File: config.mk
export PLATFORM = sky130hd
export DESIGN_NAME = btb_port_arbiter
export DESIGN_NICKNAME = d
export VERILOG_FILES = /design/src/rtl/btb_port_arbiter_pkg.sv /design/src/rtl/btb_port_arbiter_upd_fifo.sv /design/src/rtl/btb_port_arbiter.sv
export SDC_FILE = /design/constraint.sdc
export NUM_CORES = 1
export LEC_CHECK = 0
export ABC_CLOCK_PERIOD_IN_PS = 3900
export CORE_MARGIN = 2
export CORE_UTILIZATION = 30
export DETAILED_ROUTE_END_ITERATION = 8
export GPL_TIMING_DRIVEN = 0
export SYNTH_ARGS = -nofsm -noshare
export SYNTH_HDL_FRONTEND = slang
export SYNTH_HIERARCHICAL = 1
export SYNTH_SLANG_ARGS = --single-unit
File: constraint.sdc
create_clock -name clk -period 3.9 [get_ports clk]
set_input_delay 1.17 -clock clk [delete_from_list [all_inputs] [get_ports clk]]
set_output_delay 1.17 -clock clk [all_outputs]
set_load 0.02 [all_outputs]
File: src/rtl/btb_port_arbiter_pkg.sv
// Shared BTB record types for the port arbiter and its update FIFO.
// btb_entry_t matches the array word layout {taken, target}.
package btb_port_arbiter_pkg;

    localparam int BTB_IDX_W = 5;

    typedef struct packed {
        logic        taken;
        logic [31:0] target;
    } btb_entry_t;

    typedef struct packed {
        logic [BTB_IDX_W-1:0] idx;
        btb_entry_t           entry;
    } btb_upd_t;

endpackage

File: src/rtl/btb_port_arbiter_upd_fifo.sv
// btb_upd_fifo: synchronous FIFO holding resolved BTB updates in strict order.
// Exposes the head entry and occupancy; with BTB_LKUP_FWD_EN defined it also
// exposes the raw storage and read pointer so lookups can search pending updates.
module btb_upd_fifo #(
    parameter int DEPTH = 4,
    parameter int W     = 38
) (
    input  logic                     clk,
    input  logic                     rst_n,
    input  logic                     push,
    input  logic [W-1:0]             push_data,
    input  logic                     pop,
    output logic [W-1:0]             head,
    output logic [$clog2(DEPTH):0]   count
`ifdef BTB_LKUP_FWD_EN
    ,
    output logic [W-1:0]             entries [DEPTH],
    output logic [$clog2(DEPTH)-1:0] head_ptr
`endif
);

    localparam int PW = $clog2(DEPTH);
    localparam int CW = PW + 1;

    logic [W-1:0]  mem [DEPTH];
    logic [PW-1:0] wr_ptr;
    logic [PW-1:0] rd_ptr;
    logic          do_push;
    logic          do_pop;

    // A push into a full FIFO is dropped; a pop from an empty one is ignored.
    assign do_push = push && (count != CW'(DEPTH));
    assign do_pop  = pop && (count != '0);
    assign head    = mem[rd_ptr];

`ifdef BTB_LKUP_FWD_EN
    assign entries  = mem;
    assign head_ptr = rd_ptr;
`endif

    // Storage has no reset; validity is tracked purely by the pointers and count.
    always_ff @(posedge clk) begin
        if (do_push) begin
            mem[wr_ptr] <= push_data;
        end
    end

    // Pointers wrap naturally because DEPTH is a power of two.
    always_ff @(posedge clk or negedge rst_n) begin
        if (!rst_n) begin
            wr_ptr <= '0;
            rd_ptr <= '0;
            count  <= '0;
        end else begin
            if (do_push) begin
                wr_ptr <= wr_ptr + PW'(1);
            end
            if (do_pop) begin
                rd_ptr <= rd_ptr + PW'(1);
            end
            case ({do_push, do_pop})
                2'b10:   count <= count + CW'(1);
                2'b01:   count <= count - CW'(1);
                default: count <= count;
            endcase
        end
    end

endmodule

File: src/rtl/btb_port_arbiter.sv
// btb_port_arbiter: shares the single-ported BTB array between IF lookups and
// buffered EX updates. Priority is forced drain, then lookup, then idle drain.
// Optional macro BTB_LKUP_FWD_EN forwards pending FIFO updates to lookups.
module btb_port_arbiter
    import btb_port_arbiter_pkg::*;
#(
    parameter int IDX_W      = BTB_IDX_W,
    parameter int Q_DEPTH    = 4,
    parameter int STARVE_MAX = 8
) (
    input  logic                       clk,
    input  logic                       rst_n,
    input  logic                       lkup_req,
    input  logic [IDX_W-1:0]           lkup_idx,
    output logic                       lkup_gnt,
    output logic                       if_stall,
    output logic                       lkup_valid,
    output logic [31:0]                lkup_target,
    output logic                       lkup_taken,
    input  logic                       upd_valid,
    input  logic [IDX_W-1:0]           upd_idx,
    input  logic [31:0]                upd_target,
    input  logic                       upd_taken,
    output logic                       upd_rdy,
    output logic                       arr_en,
    output logic                       arr_we,
    output logic [IDX_W-1:0]           arr_idx,
    output logic [32:0]                arr_wdata,
    input  logic [32:0]                arr_rdata,
    output logic [$clog2(Q_DEPTH):0]   q_count
);

    localparam int UW = IDX_W + 33;
    localparam int CW = $clog2(Q_DEPTH) + 1;
    localparam int SW = $clog2(STARVE_MAX + 1);

    logic [UW-1:0]    head;
    logic [IDX_W-1:0] head_idx;
    btb_entry_t       head_entry;
    btb_entry_t       upd_entry;
    logic             q_empty;
    logic             q_full;
    logic             force_wr;
    logic             do_write;
    logic             do_read;
    logic [SW-1:0]    starve_cnt;
    btb_entry_t       rd_entry;

    assign upd_entry              = '{taken: upd_taken, target: upd_target};
    assign {head_idx, head_entry} = head;
    assign q_empty                = (q_count == '0);
    assign q_full                 = (q_count == CW'(Q_DEPTH));
    assign force_wr               = !q_empty && (q_full || starve_cnt == SW'(STARVE_MAX));

`ifdef BTB_LKUP_FWD_EN
    localparam int PW = $clog2(Q_DEPTH);

    logic [UW-1:0] q_entries [Q_DEPTH];
    logic [PW-1:0] q_head_ptr;
    logic [PW-1:0] slot;
    logic          fwd_hit_c;
    btb_entry_t    fwd_entry_c;
    logic          fwd_hit;
    btb_entry_t    fwd_entry;
`endif

    btb_upd_fifo #(
        .DEPTH (Q_DEPTH),
        .W     (UW)
    ) u_fifo (
        .clk       (clk),
        .rst_n     (rst_n),
        .push      (upd_valid),
        .push_data ({upd_idx, upd_entry}),
        .pop       (do_write),
        .head      (head),
        .count     (q_count)
`ifdef BTB_LKUP_FWD_EN
        ,
        .entries   (q_entries),
        .head_ptr  (q_head_ptr)
`endif
    );

    // Port decision: forced drain beats lookups, lookups beat opportunistic drain.
    always_comb begin
        do_write = 1'b0;
        do_read  = 1'b0;
        if (!rst_n) begin
            do_write = 1'b0;
        end else if (force_wr) begin
            do_write = 1'b1;
        end else if (lkup_req) begin
            do_read = 1'b1;
        end else if (!q_empty) begin
            do_write = 1'b1;
        end
    end

    assign lkup_gnt  = do_read;
    assign if_stall  = lkup_req && !lkup_gnt;
    assign upd_rdy   = !q_full;
    assign arr_en    = do_read || do_write;
    assign arr_we    = do_write;
    assign arr_idx   = do_write ? head_idx : lkup_idx;
    assign arr_wdata = head_entry;

    // Counts cycles a pending update is denied the port; any write or empty FIFO clears it.
    always_ff @(posedge clk or negedge rst_n) begin
        if (!rst_n) begin
            starve_cnt <= '0;
        end else if (do_write || q_empty) begin
            starve_cnt <= '0;
        end else if (starve_cnt != SW'(STARVE_MAX)) begin
            starve_cnt <= starve_cnt + SW'(1);
        end
    end

    // Read data returns the cycle after a granted read.
    always_ff @(posedge clk or negedge rst_n) begin
        if (!rst_n) begin
            lkup_valid <= 1'b0;
        end else begin
            lkup_valid <= do_read;
        end
    end

`ifdef BTB_LKUP_FWD_EN
    // Search pending updates oldest to youngest so the youngest match wins; a same-cycle enqueue is youngest.
    always_comb begin
        fwd_hit_c   = 1'b0;
        fwd_entry_c = '0;
        slot        = '0;
        for (int k = 0; k < Q_DEPTH; k++) begin
            slot = q_head_ptr + PW'(k);
            if (CW'(k) < q_count && q_entries[slot][UW-1 -: IDX_W] == lkup_idx) begin
                fwd_hit_c   = 1'b1;
                fwd_entry_c = btb_entry_t'(q_entries[slot][32:0]);
            end
        end
        if (upd_valid && upd_rdy && upd_idx == lkup_idx) begin
            fwd_hit_c   = 1'b1;
            fwd_entry_c = upd_entry;
        end
    end

    // Capture the forwarded entry alongside the array read it will override.
    always_ff @(posedge clk or negedge rst_n) begin
        if (!rst_n) begin
            fwd_hit   <= 1'b0;
            fwd_entry <= '0;
        end else begin
            fwd_hit   <= do_read && fwd_hit_c;
            fwd_entry <= fwd_entry_c;
        end
    end

    // Forwarded data takes precedence over the possibly stale array word.
    always_comb begin
        rd_entry = btb_entry_t'(arr_rdata);
        if (fwd_hit) begin
            rd_entry = fwd_entry;
        end
    end
`else
    // Without forwarding the array word is returned as-is.
    always_comb begin
        rd_entry = btb_entry_t'(arr_rdata);
    end
`endif

    assign lkup_target = lkup_valid ? rd_entry.target : 32'h0;
    assign lkup_taken  = lkup_valid ? rd_entry.taken  : 1'b0;

endmodule

## Word level (Yosys, flattened, before mapping)

Memories as Yosys holds them, arrays and structs flattened.
Cells that the tools add are included.
Widths: inputs -> output; s select.

- Input bits: 80
- Latch bits: 0
- Word-level logic and storage cells: 46
- Memory bits (read-only): 0
- Memories kept: 1
- Memory bits (writable): 152
- Bits in registers: 12

- Div/mod/pow operators: 0
- Bitwise operators: 0
- Shifts and indexed selects: 0
- Reductions and logical operators: 14
- Equal/unequal tests: 6
- Mux-type cells: 15
- $lt $le $gt $ge: 0
- Add/sub/neg operators: 5
- Multipliers: 0

Memory list:

| memory | depth | bits a word | read ports | clocked after Yosys merged registers in | wr ports | line | source |
|---|---|---|---|---|---|---|---|
| u_fifo.mem | 4 | 38 | 1 | 0 | 1 | btb_port_arbiter_upd_fifo.sv:25 | `logic [W-1:0] mem [DEPTH];` |

Operator list:

| cell | count |
|---|---|
| $mux 32 | 1 |
| $mux 1 | 10 |
| $mux 4 | 2 |
| $pmux 3 s2 | 1 |
| $mux 5 | 1 |
| $add 2x1->2 const B | 2 |
| $add 4x1->4 const B | 1 |
| $eq 4x4->1 const B | 1 |
| $logic_and 1x1->1 | 4 |
| $ne 4x4->1 const B | 1 |
| $reduce_bool 2->1 | 2 |
| $add 3x1->3 const B | 1 |
| $eq 3x3->1 const B | 1 |
| $logic_not 1->1 | 3 |
| $logic_not 3->1 | 1 |
| $logic_or 1x1->1 | 3 |
| $ne 3x3->1 const B | 1 |
| $reduce_bool 3->1 | 1 |
| $sub 3x1->3 const B | 1 |
| $eq 2x1->1 const B | 1 |
| $eq 2x2->1 const B | 1 |

## Logic depth before layout (Yosys ltp)

- Depth after elaboration: 8
- Depth in mapped cells: 13
- Depth with buffers taken out: 12

## Cells and area by module

The synthesis kept the hierarchy.

By module, submodules not included:

| module | instances | area an instance (µm²) | cells each | seq. area each (µm²) |
|---|---|---|---|---|
| btb_upd_fifo | 1 | 5962.0 | 236 | 4739.5 |
| btb_port_arbiter | 1 | 629.4 | 77 | 125.1 |

## Worst setup path after synthesis

OpenSTA, ideal clock, no wires.

- Path type: input port to output port
- Start: in lkup_req
- End: out arr_idx[0]
- Arrival: 1.933 ns
- Path buffers: 0
- Slack: 0.797 ns
- Required time: 2.730 ns
- Stages: 3
- Path through: o21ai_1 o211ai_4 mux2_4

- Longest elaborated chain between the ends: 4

RTL lines:

| what | line | source |
|---|---|---|
| start: declaration | btb_port_arbiter.sv:13 | `input logic lkup_req,` |
| $mux 1 | btb_port_arbiter.sv:93 | `end else if (lkup_req) begin` |
| $mux 1 | btb_port_arbiter.sv:91 | `end else if (force_wr) begin` |
| $mux 1 | btb_port_arbiter.sv:89 | `if (!rst_n) begin` |
| $mux 5 | btb_port_arbiter.sv:105 | `assign arr_idx = do_write ? head_idx : lkup_idx;` |
| end: declaration | btb_port_arbiter.sv:27 | `output logic [IDX_W-1:0] arr_idx,` |

No other way between the ends.

## Worst setup path after layout

Same ends and word-level chain as after synthesis.

==> impl_results.md <==
- Number of flops mapped to enable cells by yosys: 152
- CP arrival: 2.61 ns
- Netlist Area Pre-Place: 6590 um2
- First-pass GRT wire length: 21700 um
- Crit. End Element: primary output
- HP Class: reg2reg
- Core box area: between 20000 and 25000 um2
- Row cnt: 54
- Crit path max fanout: 5
- Most frequent cells in the layout: edfxtp_1, clkdlybuf4s50_1, mux4_2
- Final setup vio count: 0
- Status: finished, final reports clean
- Die Y: 152 um
- ANT cells: 0
- Synth Warn #: 6
- Total track usage: 12.3%
- Initial core utilization: 30.4%
- Max Root-Sink Buffers: 2
- Final worst-path cycle share: 97.0%
- Final std cells w/o fill: 793
- Critical Path RT: 2.73 ns
- Worst slew pin tran: 0.629 ns
- CP startpoint kind: input port
- Sequential area share after synthesis: 73.8%
- Psw: 2.05 mW
- Min Tclk post-route: 3.78 ns
- TNS Setup: 0 ns
- LEAKAGE: 3.17 nW
- Pre-Repair DR Iteration Count: 4
- Unrepaired setup endpoints after global routing: false
- Final GP Congestion: 0.718
- Average wire per standard cell: 17.2 um
- Final Hold Viols: 0
- Setup ws final: 0.117 ns
- Num Clock Sinks: 164
- # nets final: 588
- Clock Tree Root: clkbuf_16
- PwrDens: 719 nW/um2
- Max VDD drop: ~0.51 mV
- Area delta synth->final: 39.9%
- Antenna viol nets, final: 0
- Slew HR: between 50 and 60%
- Die W: between 150 and 200 um
- Vias in the first global route: 3855
- Antenna violations before repair: 0
- Asr flop ratio synth: 7.32%
- DP HPWL: slightly below 9000 um
- Pin count of the biggest net entering global routing: 21
- TritonCTS clock tree: yes
- Clock power share: a little under a quarter
- Total die area: between 20000 and 25000 um2
- Number of top-level pins: 160
- Drt initial violations: around 140
- Fin. max-slew vios: 0
- Post-route DRC: 0
- DR vias: 3462
- Reg clk slew, reported paths: 0.06 ns
- Port Buffers: 159
- Internal: 4.58 mW
- Sw Share: 30.9%
- Max Fclk: around 0.26 GHz
- Setup Skew: 0.00449 ns
- Htree depth: 4
- Final WL: 13600 um
- Average via count per standard cell: 4.37
- Pre-CTS WS: -0.667 ns
- Syn Inst Count: about 310
- Commonest register cell after synthesis: edfxtp_1
- Syn Area/Cell: ~21 um2
- Syn nets: 401
- Sequential share of power: 37.0%
- Cells after DPL: around 760
- Synthesized flop and latch total: 164
- Comb power frac: between 30 and 40%
- Yosys cell types: 30
- Cts bufs inserted: 17
- Final Power: 6.63 mW
- Total congestion overflow: 0
- Commonest non-fill, non-tap cell in the layout: edfxtp_1
- Worst-Skew Late Latency: approximately 0.41 ns
- Layout cells sized above 1: 19.7%
- Worst Path Class, Setup: in2out
- Max cap viols: 0
==> metal layers <==
layer  vias up  GRT usage (%)  wire [um]
met2        78           21.7       7220
met5         -              0          0
met1      1767           14.3       5610
met3         9           4.01        620
li1       1608              -          -
met4         0           3.52        147
==> critical path, stage by stage <==
cell and delay (ns):
dlygate4sd2_1 0.26, o21ai_2 0.11, o211ai_4 0.30, buf_4 0.17, mux2_4 0.28, dlygate4sd2_1 0.32
==> Yosys cell counts, types with 3 or more instances <==
library cell,instances,area (um2)
mux4_2,38,856
and2_1,38,238
nor2_1,8,30.0
xnor2_1,4,35.0
clkbuf_1,3,11.3
ha_1,7,87.6
mux2_4,5,75.1
xor2_1,5,43.8
dfrtp_1,12,300
edfxtp_1,152,4560
inv_1,12,45.0
buf_12,4,80.1
buf_2,3,15.0
==> stage by stage <==
| step | instance area, um2 | utilization, % | hold WS [ns] |
|---|---|---|---|
| final | 9220 | 42.5 | 0.573 |
| after global routing | 9220 | 42.5 | 0.592 |
| after CTS | 9230 | 42.6 | 0.577 |
| after detailed placement | 8630 | 39.8 | 0.560 |
| after global placement | 8530 | 39.3 | 0.540 |
| after floorplan | 6590 | - | 0.518 |
==> area by class of cell <==
class / count / area [um2]
buffer: 13 / 136
clock buffer: 18 / 429
clock inverter: 14 / 135
fill: 1894 / 12500
inverter: 12 / 45.0
multi-input combinational: 124 / 1550
sequential: 164 / 4860
tap: 280 / 350
timing repair buffer: 168 / 1710
==> cell families after synthesis <==
| logic type | synth area share, % |
|---|---|
| AO/OA/AOI/OAI | 1.10 |
| XOR/XNOR | 1.20 |
| adder cells (fa/ha/maj) | 1.63 |
| buffers and inverters | 2.75 |
| flip-flops | 73.8 |
| multiplexers | 14.6 |
| AND/OR/NAND/NOR | 4.92 |
==> state kept, by name, summed over array words and instances (netlist names) <==
| signal | flops |
|---|---|
| starve_cnt | 4 |
| u_fifo/mem | 152 |
| u_fifo/wr_ptr | 2 |
| lkup_valid | 1 |
| u_fifo/rd_ptr | 2 |
| u_fifo/count | 3 |
==> power groups by stage <==
stage          clock network, mW  registers, mW  logic [mW]
2_1_floorplan                  0           2.49        1.55
3_5_place_dp                   0           2.49        2.65
6_report                    1.58           2.45        2.60
3_3_place_gp                   0           2.49        2.56
5_1_grt                     1.71           2.49        2.79
4_1_cts                     1.63           2.46        2.67
==> worst paths after layout <==
| kind | startpoint | to | slack, ns | cells after the start |
|---|---|---|---|---|
| max in group asynchronous | rst_n | u_fifo/rd_ptr[0] | 2.95 | 1 |
| worst min register to register | u_fifo/wr_ptr[1] | u_fifo/wr_ptr[1] | 0.57 | 1 |
| worst max-delay path | lkup_req | arr_idx[0] | 0.12 | 6 |
| min in group asynchronous | rst_n | u_fifo/count[0] | 0.67 | 1 |
| worst max register to register | starve_cnt[0] | u_fifo/count[2] | 1.30 | 14 |
| worst min-delay path | u_fifo/wr_ptr[1] | u_fifo/wr_ptr[1] | 0.57 | 1 |
==> what timing repair did <==
action                                  CTS  global route
buffers inserted                          5             0
hold buffers                              0             0
gates resized for setup                  14             2
pin swaps                                 1             0
endpoints found under the setup margin    9             2
No activity file was read; power rests on OpenSTA's default activity.
